<file path="config.mk">
export PLATFORM = sky130hd
export DESIGN_NAME = clock_divider_controller
export DESIGN_NICKNAME = d
export VERILOG_FILES = /design/src/rtl/clock_divider_pkg.sv /design/src/rtl/clock_divider_controller_counter.sv /design/src/rtl/clock_divider_controller.sv
export SDC_FILE = /design/constraint.sdc
export NUM_CORES = 1
export LEC_CHECK = 0
export CAP_MARGIN = 20
export CORE_ASPECT_RATIO = 1.75
export CORE_UTILIZATION = 50
export DETAILED_ROUTE_END_ITERATION = 10
export DONT_BUFFER_PORTS = 1
export PLACE_DENSITY_LB_ADDON = 0.1
export SETUP_SLACK_MARGIN = 0.15
export SYNTH_ARGS = -nofsm -noshare
export SYNTH_HDL_FRONTEND = slang
export SYNTH_SLANG_ARGS = --single-unit
export TNS_END_PERCENT = 1
</file>
<file path="constraint.sdc">
create_clock -name clk -period 5.4 [get_ports clk]
set_input_delay 0 -clock clk [delete_from_list [all_inputs] [get_ports clk]]
set_output_delay 0 -clock clk [all_outputs]
set_load 0.1 [all_outputs]
</file>
<file path="src/rtl/clock_divider_pkg.sv">
// clock_divider_pkg
//   Shared types and helpers for the clock divider controller.
//   - state_e    : controller states (IDLE, RUN, PEND)
//   - clamp_half : maps a requested half-period of 0 to 1
package clock_divider_pkg;

  typedef enum logic [1:0] {
    IDLE = 2'd0,
    RUN  = 2'd1,
    PEND = 2'd2
  } state_e;

  // Wide enough for any supported WIDTH (<= 32); callers cast in and out.
  localparam int unsigned CLAMP_W = 32;

  function automatic logic [CLAMP_W-1:0] clamp_half(input logic [CLAMP_W-1:0] half);
    return (half == '0) ? CLAMP_W'(1) : half;
  endfunction

endpackage

</file>
<file path="src/rtl/clock_divider_controller_counter.sv">
// divider_counter
//   Period counter with rollover compare for the clock divider controller.
//   Ports:
//     clk       in  : system clock
//     reset_n   in  : asynchronous active-low reset
//     run       in  : count this cycle (controller running and enabled)
//     load_zero in  : force the counter back to 0
//     half      in  : half-period H currently in effect (>= 1)
//     rollover  out : counter is at H-1 and returns to 0 on this edge
module divider_counter #(
  parameter int unsigned WIDTH = 16
) (
  input  logic             clk,
  input  logic             reset_n,
  input  logic             run,
  input  logic             load_zero,
  input  logic [WIDTH-1:0] half,
  output logic             rollover
);

  logic [WIDTH-1:0] count_q;
  logic [WIDTH-1:0] count_d;
  logic [WIDTH-1:0] last_q_val;

  // H >= 1 is guaranteed upstream, so H-1 never underflows and the counter
  // never exceeds H-1.
  assign last_q_val = half - WIDTH'(1);
  assign rollover   = run && !load_zero && (count_q == last_q_val);

  always_comb begin
    count_d = count_q + WIDTH'(1);
    if (load_zero || !run || rollover) begin
      count_d = '0;
    end
  end

  always_ff @(posedge clk or negedge reset_n) begin
    if (!reset_n) begin
      count_q <= '0;
    end else begin
      count_q <= count_d;
    end
  end

endmodule

</file>
<file path="src/rtl/clock_divider_controller.sv">
// clock_divider_controller
//   Runtime-programmable clock-enable generator. A half-period H is loaded
//   over a valid/ready handshake and only takes effect at a period boundary,
//   so tick spacing and the divided clock never glitch.
//   Optional feature macro: CLOCK_DIVIDER_CONTROLLER_CLK_OUT_EN
//     defined   -> clk_out port (50% duty, period 2H) is present
//     undefined -> only tick is produced
//   Ports:
//     clk       in  : system clock
//     reset_n   in  : asynchronous active-low reset
//     enable    in  : run request; low forces IDLE
//     cfg_valid in  : new half-period offered
//     cfg_half  in  : requested half-period (0 is treated as 1)
//     cfg_ready out : config accepted this cycle (low while a change is pending)
//     tick      out : one-cycle pulse every H cycles while running
//     clk_out   out : divided clock (macro only)
//     running   out : high in RUN or PEND
//     cur_half  out : half-period currently in effect
//
//   state | meaning
//   IDLE  | stopped; counter held at 0, config writes active value directly
//   RUN   | counting with the active half-period
//   PEND  | counting; a new half-period waits in the shadow for the next rollover
module clock_divider_controller
  import clock_divider_pkg::*;
#(
  parameter int unsigned WIDTH        = 16,
  parameter int unsigned DEFAULT_HALF = 2
) (
  input  logic             clk,
  input  logic             reset_n,
  input  logic             enable,
  input  logic             cfg_valid,
  input  logic [WIDTH-1:0] cfg_half,
  output logic             cfg_ready,
  output logic             tick,
`ifdef CLOCK_DIVIDER_CONTROLLER_CLK_OUT_EN
  output logic             clk_out,
`endif
  output logic             running,
  output logic [WIDTH-1:0] cur_half
);

  localparam logic [WIDTH-1:0] RESET_HALF = WIDTH'(DEFAULT_HALF);

  state_e           state_q, state_d;
  logic [WIDTH-1:0] active_q, active_d;
  logic [WIDTH-1:0] shadow_q, shadow_d;
  logic             tick_q;
  logic             run;
  logic             rollover;
  logic             xfer;
  logic [WIDTH-1:0] half_clamped;

  assign run          = enable && (state_q != IDLE);
  assign cfg_ready    = (state_q != PEND);
  assign xfer         = cfg_valid && cfg_ready;
  assign half_clamped = WIDTH'(clamp_half(CLAMP_W'(cfg_half)));

  divider_counter #(
    .WIDTH(WIDTH)
  ) u_counter (
    .clk      (clk),
    .reset_n  (reset_n),
    .run      (run),
    .load_zero(!enable),
    .half     (active_q),
    .rollover (rollover)
  );

  always_comb begin
    state_d  = state_q;
    active_d = active_q;
    shadow_d = shadow_q;
    case (state_q)
      IDLE: begin
        if (xfer) active_d = half_clamped;
        if (enable) state_d = RUN;
      end
      RUN: begin
        if (!enable) begin
          // A config accepted on the stop edge goes straight to the active value.
          state_d = IDLE;
          if (xfer) active_d = half_clamped;
        end else if (xfer) begin
          // A rollover on this same edge still uses the old H.
          shadow_d = half_clamped;
          state_d  = PEND;
        end
      end
      PEND: begin
        if (!enable) begin
          state_d  = IDLE;
          active_d = shadow_q;
        end else if (rollover) begin
          active_d = shadow_q;
          state_d  = RUN;
        end
      end
      default: state_d = IDLE;
    endcase
  end

  always_ff @(posedge clk or negedge reset_n) begin
    if (!reset_n) begin
      state_q  <= IDLE;
      active_q <= RESET_HALF;
      shadow_q <= RESET_HALF;
      tick_q   <= 1'b0;
    end else begin
      state_q  <= state_d;
      active_q <= active_d;
      shadow_q <= shadow_d;
      tick_q   <= rollover;
    end
  end

`ifdef CLOCK_DIVIDER_CONTROLLER_CLK_OUT_EN
  logic clk_out_q, clk_out_d;

  assign clk_out_d = run ? (clk_out_q ^ rollover) : 1'b0;

  always_ff @(posedge clk or negedge reset_n) begin
    if (!reset_n) begin
      clk_out_q <= 1'b0;
    end else begin
      clk_out_q <= clk_out_d;
    end
  end

  assign clk_out = clk_out_q;
`endif

  assign tick     = tick_q;
  assign running  = (state_q != IDLE);
  assign cur_half = active_q;

endmodule

</file>
Yosys cells after proc, flatten, opt, wreduce, memory -nomap -nowiden
Index checks and enable logic that the tools add are counted.
- register bits after elaboration: 51
- latch bits: 0
- bits in writable memories: 0
- ROM bits: 0
- input bits: 20
- logic and storage cells: 43
- memories: 0
- $add $sub $neg: 2
- $mul: 0
- div/mod/pow operators: 0
- magnitude comparators: 0
- equal/unequal tests: 8
- shifts and indexed selects: 0
- mux-type cells: 13
- bitwise gates (word level): 0
- reduce and logical (&&, ||, !) cells: 15
- operators by type and width (operator ; count):
    $mux 16 ; 6
    $pmux 16 s3 ; 1
    $add 16x1->16 const B ; 1
    $eq 16x16->1 ; 1
    $logic_not 16->1 ; 1
    $sub 16x1->16 const B ; 1
    $mux 2 ; 5
    $reduce_and 3->1 ; 3
    $ne 2x2->1 const B ; 3
    $ne 3x3->1 const B ; 2
    $pmux 2 s3 ; 1
    $logic_and 1x1->1 ; 4
    $reduce_bool 3->1 ; 1
    $eq 2x1->1 const B ; 1
    $eq 2x2->1 const B ; 1
    $logic_not 1->1 ; 2
    $logic_not 2->1 ; 1
    $logic_or 1x1->1 ; 2
    $reduce_bool 2->1 ; 1

Depth between registers and ports, before layout
Gate-level depths: netlist of the first run.
- depth after elaboration: 7
- mapped depth: 11
- mapped depth without buffers: 9

Cells and area by module
From an unflattened synthesis of the first run, not the netlist that was laid out.
- cell total of the unflattened synthesis: 291
- area, all modules: 3174.3 sq um
- modules (own cells, without submodules) (module ; instances ; cells an instance ; area each (sq um) ; sequential area each (sq um)):
    clock_divider_controller ; 1 ; 113 ; 1696.6 ; 878.3
    divider_counter ; 1 ; 178 ; 1477.7 ; 400.4

Least setup slack after synthesis of the first run
OpenSTA, ideal clock, no wires.
- path kind: register to register
- start: register active_q[0], in the netlist cur_half[0]
- end: register active_q[10], in the netlist cur_half[10]
- setup time: 75 ps
- arrival: 3391 ps
- setup slack: 1934 ps
- stages on the path, launching flop included: 12
- buffers on the path: 2
- cells stage by stage: dfrtp_1 > inv_1 > ha_1 > buf_2 > nor4b_1 > nand4_1 > a2111oi_1 > o32ai_2 > a2111oi_4 > buf_6 > o31ai_1 > a21oi_2
- longest elaborated chain between the ends: 5
- ends and longest elaborated chain (what ; RTL line ; RTL):
    start, declared ; clock_divider_controller.sv:47 ; logic [WIDTH-1:0] active_q, active_d;
    start signal, assigned ; clock_divider_controller.sv:112 ; active_q <= active_d;
    $sub 16x1->16 ; clock_divider_controller_counter.sv:27 ; assign last_q_val = half - WIDTH'(1);
    $eq 16x16->1 ; clock_divider_controller_counter.sv:28 ; assign rollover = run && !load_zero && (count_q == last_q_val);
    $logic_and 1x1->1 ; clock_divider_controller_counter.sv:28 ;
    $ne 3x3->1 (no source line) ; - ;
    $reduce_and 3->1 (no source line) ; - ;
Every way passes these cells.
A chain may end at the register's enable or synchronous reset.

Worst setup path in the final report of the first run
- start: register active_q[1], in the netlist cur_half[1]
- end: register active_q[7], in the netlist cur_half[7]
Same word-level chain as after synthesis.

==> summary.txt, run 1 <==
Clock network
  • CTS sink cnt: 51
  • CTS Buf Count: 5
  • Postcts setup bufs: 0
  • Worst-Skew Late Latency: 320 ps
  • Clock Tree Root: clkbuf_8
  • TritonCTS clock tree: done
  • CTS H-tree depth: 2
  • Clk slew on worst S/H paths: 100 ps
  • Max Buffers Root-to-Sink: 2
  • # resized after CTS: 0

Die
  • Core box area: 6280 sq um
  • # IOs: 39
  • Chip Width: between 60 and 70 um
  • Die footprint: just under 7000 sq um
  • Initial Utilization: 0.523
  • # rows: 38
  • Die height: approximately 110 um

Placed design
  • Post-DP HPWL: 6160 um
  • # port buffers: 0
  • Post-placement cell count: approximately 420
  • Gpl congestion: 0.903

Job
  • Max-Cap Viols: 0

Synth
  • Number of flops mapped to enable cells by yosys: 0
  • Asr flop ratio synth: 1.00
  • Ys Warns: 0
  • Syn avg cell area: between 9 and 10 sq um
  • Cell Area, Synth: 3280 sq um
  • Sequential share of the synthesized area: 0.390
  • Syn Inst Count: 343
  • Unique cell type count in the Yosys netlist: 57
  • Ranking of synthesized cells by area: dfrtp_1 (37%), mux2_2 (5.5%), nor2_1 (5.4%)
  • Net Count, Synth: 365
  • Largest area contributor in the netlist: dfrtp_1
  • Main synth FF type: dfrtp_1
  • Post-synthesis register bit count: 51
  • Synth top area share: 0.374

STA
  • Relative slew slack: 0.244
  • Pins Over Slew Limit: 0
  • Setup TNS: 0 ps
  • Tmin final: 3970 ps
  • Final setup viols: 0
  • Hold slack: just under 90 ps
  • Unrepaired setup endpoints after global routing: no
  • Final Hold Vio Count: 0
  • Worst slew pin tran: 1130 ps
  • F_max: 252 MHz
  • Max Clock Skew: between 10 and 15 ps
  • Tcrit/Tclk final: 0.735

Power
  • NetSw: 0.581 mW
  • Net Sw Frac: 0.441
  • Clock network power share: 0.223
  • Power Total: 1.32 mW
  • Leak: 1.40 nW
  • Sequential share of power: 0.479
  • VDD IR max: about 0.22 mV
  • Gate power share: 0.298
  • Total power density per cell area: 356 nW/um^2
  • Pint: 0.738 mW

Routing
  • DRT iter0 DRCs: 140
  • Antenna Nets Post-Route: 0
  • WL met2: 4540 um
  • Uppermost routed layer: met4
  • DR WL/cell: 18.8 um
  • DRT Pass-1 Iters: 4
  • Drt via density: 6.05
  • M1 WL: 3170 um
  • Routed met3 length: 372 um
  • Vias post-DR: 2687
  • Overall routed net length: 8360 um
  • Drt drc: 0

Critical path
  • Crit-path max FO: 13
  • Delay-heaviest family, CP: compound AO/OA/AOI/OAI gates
  • Critical Path Start Type: register
  • Crit-path cells: inv_1 > ha_1 > nor4b_1 > nand4_1 > a2111oi_1 > o32ai_2 > a2111oi_4 > buf_4 > o31ai_1 > a21oi_1
  • CP endpoint kind: register
  • Worst EP arrival: 4220 ps
  • Required @ worst endpoint: 5650 ps
  • Critical-path top delay cell: nor4b_1
  • R2r setup slk: 1430 ps
  • Slowest stage delay, CP: about 730 ps
  • Worst Setup Path Type: reg2reg
  • CP bufs+invs: 2

Finish
  • Filler Cells Inserted: around 600
  • Ant diodes: 0
  • P&R area growth vs syn: 13.1%
  • Final #Nets: approximately 390
  • Ratio of cells with drive above 1 in the final layout: 0.157
  • Final Non-Filler Cells: approximately 440

GRT
  • Total GRT Usage: 0.260
  • First-pass GRT wire length: 13700 um
  • Vias in the first global route: 2671
  • Largest net degree at the start of global routing: 52
  • Grt total ovfl: 0
  • Initial antenna violation count: 0

Run status
  • Status: finished clean

Hold path
  • Worst hold path class: in2reg
-- power by group through the flow --
stage | registers, mW | clock network, mW | logic (mW)
global route | 0.642 | 0.313 | 0.425
detailed placement | 0.641 | 0 | 0.366
global placement | 0.638 | 0 | 0.364
CTS | 0.633 | 0.299 | 0.392
floorplan | 0.694 | 0 | 0.232
finish | 0.632 | 0.294 | 0.393
-- sequential cells by signal, indices dropped and copies added (netlist names) --
name               flops
cur_half              16
shadow_q              16
u_counter.count_q     16
state_q                2
tick                   1
-- cell families (layout without fill, tap and decap cells) --
| kind of cell | after synthesis | count (layout) | share of synthesized area |
|---|---|---|---|
| adder cells (fa/ha/maj) | 2 | 2 | 0.00763 |
| XOR/XNOR | 34 | 34 | 0.0908 |
| multiplexers | 33 | 33 | 0.107 |
| AO/OA/AOI/OAI | 75 | 75 | 0.167 |
| flip-flops | 51 | 51 | 0.390 |
| AND/OR/NAND/NOR | 124 | 124 | 0.203 |
| buffers and inverters | 24 | 45 | 0.0347 |
-- path summary, 6_finish.rpt --
check,from,to,depth (start not counted)
worst min register to register,shadow_q[0]$_DFFE_PN0P_,shadow_q[0]$_DFFE_PN0P_,2
worst max register to register,cur_half[1]$_DFFE_PN1P_,cur_half[7]$_DFFE_PN0P_,10
max in group asynchronous,reset_n,shadow_q[1]$_DFFE_PN1P_,2
worst max-delay path,cur_half[1]$_DFFE_PN1P_,cur_half[7]$_DFFE_PN0P_,10
worst min-delay path,cfg_half[7],shadow_q[0]$_DFFE_PN0P_,3
min in group asynchronous,reset_n,cur_half[10]$_DFFE_PN0P_,2
-- cells in the mapped netlist, types with 2 or more instances --
master and n:
a211oi_1 2, a21oi_1 25, a21oi_2 8, a31oi_1 2
and2_1 2, and3_1 3, buf_2 4, buf_6 2
clkbuf_1 10, dfrtp_1 49, dfstp_2 2, ha_1 2
inv_1 7, mux2_2 16, mux2i_1 17, nand2_1 7
nand3_1 16, nand3b_1 3, nand4_1 5, nand4b_1 4
nor2_1 47, nor2b_1 5, nor3_1 9, nor4_1 6
o21a_1 5, o21ai_0 6, o21ai_2 2, o31ai_1 12
or2_2 2, or3_1 3, or4_1 2, xnor2_1 19
xor2_1 15
-- per-layer routing --
metal  vias to the layer above  global-route usage
met5                         -                   0
met4                         0               0.117
met3                        18              0.0471
met2                        71               0.484
met1                      1307               0.283
li1                       1291                   -
-- cell usage in the layout, fill, tap and decap left out, drive strengths merged, types with 3 or more instances in the layout --
cell,Yosys,routed
mux2,16,16
nor2,47,47
a21oi,33,33
mux2i,17,17
nand4b,4,4
buf,7,11
or4,3,3
dlygate4sd3,0,19
and3,4,4
nor4,7,7
clkbuf,10,6
xor2,15,15
nor2b,5,5
or2,3,3
or3,3,3
nand2,7,7
nor3,9,9
nand3b,3,3
xnor2,19,19
inv,7,8
o31ai,13,13
o21a,5,5
a2111oi,3,3
nand4,5,5
dfrtp,49,49
o21ai,8,8
nand3,16,16
-- worst register-to-register path, delay by kind of cell, from the launching register on --
kind,cells,cell delay [ps]
flops,1,580
compound gates,5,1690
fa+ha+maj,1,330
buf+inv,2,420
simple gates,2,900
-- stage by stage --
step | worst slack (ps) | utilization | cell area, sq um
3_3_place_gp | 1540 | 0.537 | 3370
6_report | 1430 | 0.591 | 3710
3_5_place_dp | 1470 | 0.537 | 3370
2_1_floorplan | 1930 | - | 3280
5_1_grt | 1170 | 0.591 | 3710
4_1_cts | 1430 | 0.591 | 3710
-- layout make-up --
type	instances	area [sq um]	area share
Clock inverter	2	38.8	0.0105
Tap cell	80	100	0.0270
Inverter	7	26.3	0.00709
Sequential cell	51	1280	0.345
Multi-Input combinational cell	268	1890	0.509
Timing Repair Buffer	30	293	0.0789
Clock buffer	6	82.6	0.0223
-- timing repair --
item / 4_1_cts / 5_1_grt
setup endpoints to repair: 0 / 0
hold endpoints to repair: 85 / 0
hold buffers: 20 / 0
Note: power is estimated with default switching activity, not from simulation.
==> run 2: changes to the inputs <==
==> constraint.sdc (replaced) <==
create_clock -name clk -period 3.7 [get_ports clk]
set_input_delay 0 -clock clk [delete_from_list [all_inputs] [get_ports clk]]
set_output_delay 0 -clock clk [all_outputs]
set_load 0.1 [all_outputs]
==> run 2 against run 1 <==
Register-to-register slack worse by 1100 ps. Design area up 2.2%. Count of clock-buffer cells in the layout is 1 lower. Sequential power up 15%. Hold slack got worse by 7.3 ps. Power up 42%. Critical path depth grew 1. Wire length grew 3.3%. Via count grew 3.4%. Largest power group is now combinational cells.
==> summary.txt, run 2 (synthesis results as in run 1) <==
Finish
  • Commonest non-fill, non-tap cell in the layout: dfrtp_1
  • Ratio of cells with drive above 1 in the final layout: 0.193
  • Final #Nets: 400
  • P&R area growth vs syn: 15.6%
  • Ant diodes: 0
  • Core Util, Final: 0.604
  • Most frequent cells in the layout: dfrtp_1 (49), nor2_1 (47), a21oi_1 (25), buf_4 (25)

STA
  • Unrepaired setup endpoints after global routing: no
  • Relative slew slack: 0.423
  • Final setup viols: 0
  • Final Hold Vio Count: 0
  • Max Clock Skew: 5.52 ps
  • PnR worst setup slack: 345 ps
  • Tcrit/Tclk final: 0.907
  • Worst slew pin tran: 866 ps
  • Pins Over Slew Limit: 0
  • Setup TNS: 0 ps
  • F_max: ~300 MHz
  • Tmin final: 3360 ps

Placed design
  • Dpl ws: 303 ps
  • Gpl congestion: around 0.95
  • Post-DP HPWL: 6320 um
  • # port buffers: 0

Clock network
  • CTS sink cnt: 51
  • Clock Tree Root: clkbuf_8
  • CTS H-tree depth: 2
  • CTS Buf Count: 5
  • TritonCTS clock tree: done
  • Postcts setup bufs: 0
  • Clk slew on worst S/H paths: about 90 ps
  • Max Buffers Root-to-Sink: 2
  • Worst-Skew Late Latency: 310 ps

Die
  • Die footprint: between 6000 and 7000 sq um
  • Core box area: roughly 6300 sq um
  • # rows: 38
  • # IOs: 39
  • Initial Utilization: 0.523
  • Die height: 109 um
  • Chip Width: between 60 and 70 um

Power
  • Leak: 1.45 nW
  • Net Sw Frac: 0.452
  • Clock network power share: 0.172
  • Total power density per cell area: ~500 nW/um^2
  • Pint: 1.02 mW
  • Sequential share of power: 0.389
  • Gate power share: 0.439
  • NetSw: ~0.85 mW
  • VDD IR max: 0.339 mV

GRT
  • Total GRT Usage: 0.271
  • Vias in the first global route: roughly 2800
  • Initial antenna violation count: 0
  • First-pass GRT wire length: 14200 um
  • Grt total ovfl: 0
  • Largest net degree at the start of global routing: 52

Routing
  • Routed met3 length: ~370 um
  • Uppermost routed layer: met4
  • Drt via density: 6.05
  • WL met2: 4690 um
  • DRT iter0 DRCs: between 200 and 250
  • DR WL/cell: 18.8 um
  • Antenna Nets Post-Route: 0
  • M1 WL: about 3300 um
  • Vias post-DR: approximately 2800
  • Overall routed net length: between 8000 and 9000 um
  • DRT Pass-1 Iters: 4
  • Drt drc: 0

Critical path
  • Worst EP arrival: 3560 ps
  • Crit-path max FO: 6
  • Worst Setup Path Type: reg2reg
  • CP endpoint kind: register
  • Critical Path Start Type: register
  • Worst Reg-to-Reg Cells: 11
  • Required @ worst endpoint: ~3900 ps

Job
  • Max-Cap Viols: 0

Hold path
  • Hold path depth: 6
  • Worst hold path class: in2reg

Run status
  • Status: finished clean
run 2: cell types whose count changed in the layout (fill, tap and decap cells not counted):
cell       previous run  this run
buf_4                10        25
clkinv_2              0         3
bufinv_16             1         0
clkbuf_8              6         5
inv_6                 1         0
nor4b_1               1         0
nor4b_2               0         1
run 2: stage by stage:
stage	hold slack (ps)	area (sq um)	total power, mW	std cells
after floorplan	-296	3280	1.35	343
final	80.5	3790	1.87	459
after global placement	-295	3470	1.51	430
after detailed placement	-295	3470	1.52	430
after global routing	119	3790	1.96	459
after CTS	112	3780	1.87	458
run 2: worst max-delay path: stages (launching register included):
cell and delay [ps]:
dfrtp_1 380, inv_1 90, ha_1 240, buf_4 170, or4b_1 520, nor4_1 310
mux2i_1 180, o32ai_2 380, nand4b_1 190, nor2_1 70, o21a_1 180, dlygate4sd3_1 540
run 2: what timing repair did:
item | 4_1_cts | 5_1_grt
setup endpoints to repair | 0 | 17
gates resized for setup | 0 | 1
hold buffers | 20 | 0
hold endpoints to repair | 85 | 0
run 2: layer usage:
metal | track usage | vias to the layer above
li1 | - | 1320
met1 | 0.287 | 1359
met2 | 0.504 | 80
met3 | 0.0481 | 19
met4 | 0.141 | 0
met5 | 0 | -
run 2: area by class of cell:
class	instances	area [sq um]
Fill cell	566	2490
Clock buffer	5	68.8
Multi-Input combinational cell	268	1900
Timing Repair Buffer	45	405
Tap cell	80	100
Sequential cell	51	1280
Clock inverter	3	15.0
Inverter	7	26.3
run 2: final timing paths:
path | from | endpoint | slack, ps
max | cur_half[0]$_DFFE_PN0P_ | state_q[0]$_DFFE_PN0P_ | 340
min | enable | cur_half[2]$_DFFE_PN0P_ | 80
max reg2reg | cur_half[0]$_DFFE_PN0P_ | state_q[0]$_DFFE_PN0P_ | 340
min reg2reg | shadow_q[0]$_DFFE_PN0P_ | shadow_q[0]$_DFFE_PN0P_ | 490
max in group asynchronous | reset_n | shadow_q[1]$_DFFE_PN1P_ | 3210
min in group asynchronous | reset_n | u_counter.count_q[10]$_DFF_PN0_ | 210
run 2: power groups by stage:
stage | logic (mW) | registers, mW | clock network [mW]
global route | 0.872 | 0.741 | 0.348
CTS | 0.818 | 0.725 | 0.331
global placement | 0.775 | 0.732 | 0
floorplan | 0.339 | 1.01 | 0
detailed placement | 0.780 | 0.736 | 0
finish | 0.820 | 0.727 | 0.322
==> run 3: changes to the inputs <==
--- a/config.mk
+++ b/config.mk
@@ -8,6 +8,7 @@
 export CAP_MARGIN = 20
 export CORE_ASPECT_RATIO = 1.75
 export CORE_UTILIZATION = 50
+export CTS_BUF_LIST = sky130_fd_sc_hd__clkbuf_4
 export DETAILED_ROUTE_END_ITERATION = 10
 export DONT_BUFFER_PORTS = 1
 export PLACE_DENSITY_LB_ADDON = 0.1
==> run 3 against run 2 <==
The flow now finishes with violations (hold timing). Die area did not move. Non-clock buffer count up 1. Clock skew fell by 2.5 ps. Largest power group unchanged. Hold slack got worse by 85 ps. First-iteration DRC count increased by 11%. Sequential share of layout area is 0.15 points higher. Count of clock-buffer cells in the layout stayed put. Wire length shrank 0.32%. Clock power down 21%. Core utilization shrank 0.26 points.
==> summary.txt, run 3 (synthesis results as in run 1) <==
Finish
  • P&R area growth vs syn: 15.1%
  • Ratio of cells with drive above 1 in the final layout: 0.195
  • Final #Nets: 401
  • Ant diodes: 0
  • FF/Latch Area: 1280 sq um
  • Filler Cells Inserted: 560
  • Commonest non-fill, non-tap cell in the layout: dfrtp_1
  • Multi-input logic area: 1900 sq um
  • Most frequent cells in the layout: dfrtp_1 (49), nor2_1 (47), a21oi_1 (25), buf_4 (25), dlygate4sd3_1 (20)

STA
  • Unrepaired setup endpoints after global routing: no
  • Worst slew pin tran: 867 ps
  • Hold slack: -4.32 ps
  • Tcrit/Tclk final: 0.859
  • F_max: 315 MHz
  • Final Hold Vio Count: 1
  • Setup TNS: 0 ps
  • Pins Over Slew Limit: 0
  • Tmin final: 3180 ps
  • Relative slew slack: 0.423
  • Max Clock Skew: 3.05 ps
  • Final setup viols: 0
  • PnR worst setup slack: 522 ps

GRT
  • Total GRT Usage: 0.272
  • Initial antenna violation count: 0
  • First-pass GRT wire length: approximately 14000 um
  • Grt total ovfl: 0
  • Largest net degree at the start of global routing: 52
  • Vias in the first global route: 2864

Power
  • Leak: 1.45 nW
  • VDD IR max: 0.346 mV
  • Total power density per cell area: 478 nW/um^2

Die
  • Chip Width: 63.2 um
  • Die footprint: slightly below 7000 sq um
  • Die height: 109 um
  • Initial Utilization: 0.523
  • Core box area: 6280 sq um
  • # IOs: 39
  • # rows: 38

Placed design
  • Gpl congestion: 0.947
  • # port buffers: 0
  • Dpl ws: 303 ps
  • Post-DP HPWL: ~6300 um

Run status
  • Failing checks: hold timing
  • Status: complete, but fails checks

Routing
  • Antenna Nets Post-Route: 0
  • Drt via density: ~6.1
  • Drt drc: 0
  • Overall routed net length: about 8600 um
  • Vias post-DR: 2798
  • DRT Pass-1 Iters: 5
  • DR WL/cell: 18.7 um
  • DRT iter0 DRCs: 227

Clock network
  • Clk slew on worst S/H paths: 140 ps
  • CTS H-tree depth: 2
  • CTS sink cnt: 51
  • Max Buffers Root-to-Sink: 2
  • CTS Buf Count: 5
  • Postcts setup bufs: 0
  • TritonCTS clock tree: done
  • Clock Tree Root: clkbuf_4
  • Worst-Skew Late Latency: 390 ps

Critical path
  • Critical Path Start Type: register
  • R2r startpoint: cur_half[0]$_DFFE_PN0P_
  • Worst EP arrival: 3480 ps
  • R2r setup slk: 520 ps
  • CP endpoint kind: register
  • Crit-path max FO: 8
  • Crit-path cells: inv_1 > ha_1 > buf_4 > or4b_1 > a211oi_1 > o21ai_0 > a2111o_1 > a2111oi_4 > buf_4 > nor3_1 > a211o_1
  • Worst Setup Path Type: reg2reg
  • Worst Reg-to-Reg Cells: 11
  • Critical-path top delay cell: or4b_1
  • Slowest stage delay, CP: ~520 ps
  • Required @ worst endpoint: about 4000 ps
  • Reg-to-reg endpoint: cur_half[0]$_DFFE_PN0P_
  • Crit-path most repeated cell: buf_4

Hold path
  • Hold-critical path endpoint: cur_half[2]$_DFFE_PN0P_
  • Hold path depth: 6
  • HP Start: enable
  • Worst hold path class: in2reg

Job
  • Max-Cap Viols: 0
==> run 3: cell types whose count changed in the layout (fill, tap and decap cells not counted) <==
| cell | before | now |
|---|---|---|
| clkbuf_4 | 0 | 5 |
| clkbuf_8 | 5 | 0 |
| dlygate4sd3_1 | 19 | 20 |
| nand3_1 | 16 | 15 |
| nand3_2 | 0 | 1 |
==> run 3: what timing repair did <==
action	4_1_cts	5_1_grt
hold buffers	20	1
setup endpoints to repair	0	16
gates resized for setup	0	2
hold endpoints to repair	85	15
==> run 3: final cells by class <==
class | instances | area share
Clock inverter | 3 | 0.00398
Tap cell | 80 | 0.0265
Sequential cell | 51 | 0.339
Clock buffer | 5 | 0.00995
Timing Repair Buffer | 46 | 0.110
Inverter | 7 | 0.00696
Multi-Input combinational cell | 268 | 0.504
==> run 3: worst max-delay path by stage <==
stage                     slack (ps)                               to  cells after the start                    start
after floorplan                  230         cur_half[10]$_DFFE_PN0P_                     11  cur_half[0]$_DFFE_PN0P_
after global placement           450   u_counter.count_q[2]$_DFF_PN0_                      9  cur_half[0]$_DFFE_PN0P_
after detailed placement         300  u_counter.count_q[15]$_DFF_PN0_                      9  cur_half[0]$_DFFE_PN0P_
after CTS                        280  u_counter.count_q[12]$_DFF_PN0_                      9  cur_half[0]$_DFFE_PN0P_
after global routing             320          cur_half[0]$_DFFE_PN0P_                     11  cur_half[1]$_DFFE_PN1P_
final                            520          cur_half[0]$_DFFE_PN0P_                     11  cur_half[0]$_DFFE_PN0P_
==> run 3: stage by stage <==
stage	util	std cells	power (mW)	instance area, sq um
after floorplan	-	343	1.35	3280
after global placement	0.554	430	1.51	3470
after detailed placement	0.554	430	1.52	3470
after CTS	0.597	458	1.81	3740
after global routing	0.601	460	1.89	3770
final	0.601	460	1.80	3770
==> run 3: worst max-delay path, delay by kind of cell (launching register included) <==
kind,cells,cell delay [ps]
compound gates,5,1360
simple gates,2,580
buf+inv,3,490
flops,1,400
fa+ha+maj,1,240
==> run 3: report_power, final <==
group | internal [mW] | switching [mW]
Combinational | 0.243 | 0.578
Clock | 0.0711 | 0.184
Sequential | 0.651 | 0.0768
==> run 3: metal layers <==
| layer | wire length (um) | GRT usage | vias up | part of all wire |
|---|---|---|---|---|
| li1 | - | - | 1323 | - |
| met2 | 4640 | 0.495 | 91 | 0.54 |
| met1 | 3220 | 0.285 | 1359 | 0.37 |
| met4 | 381 | 0.167 | 0 | 0.044 |
| met3 | 377 | 0.0533 | 25 | 0.044 |
| met5 | 0 | 0 | - | 0 |
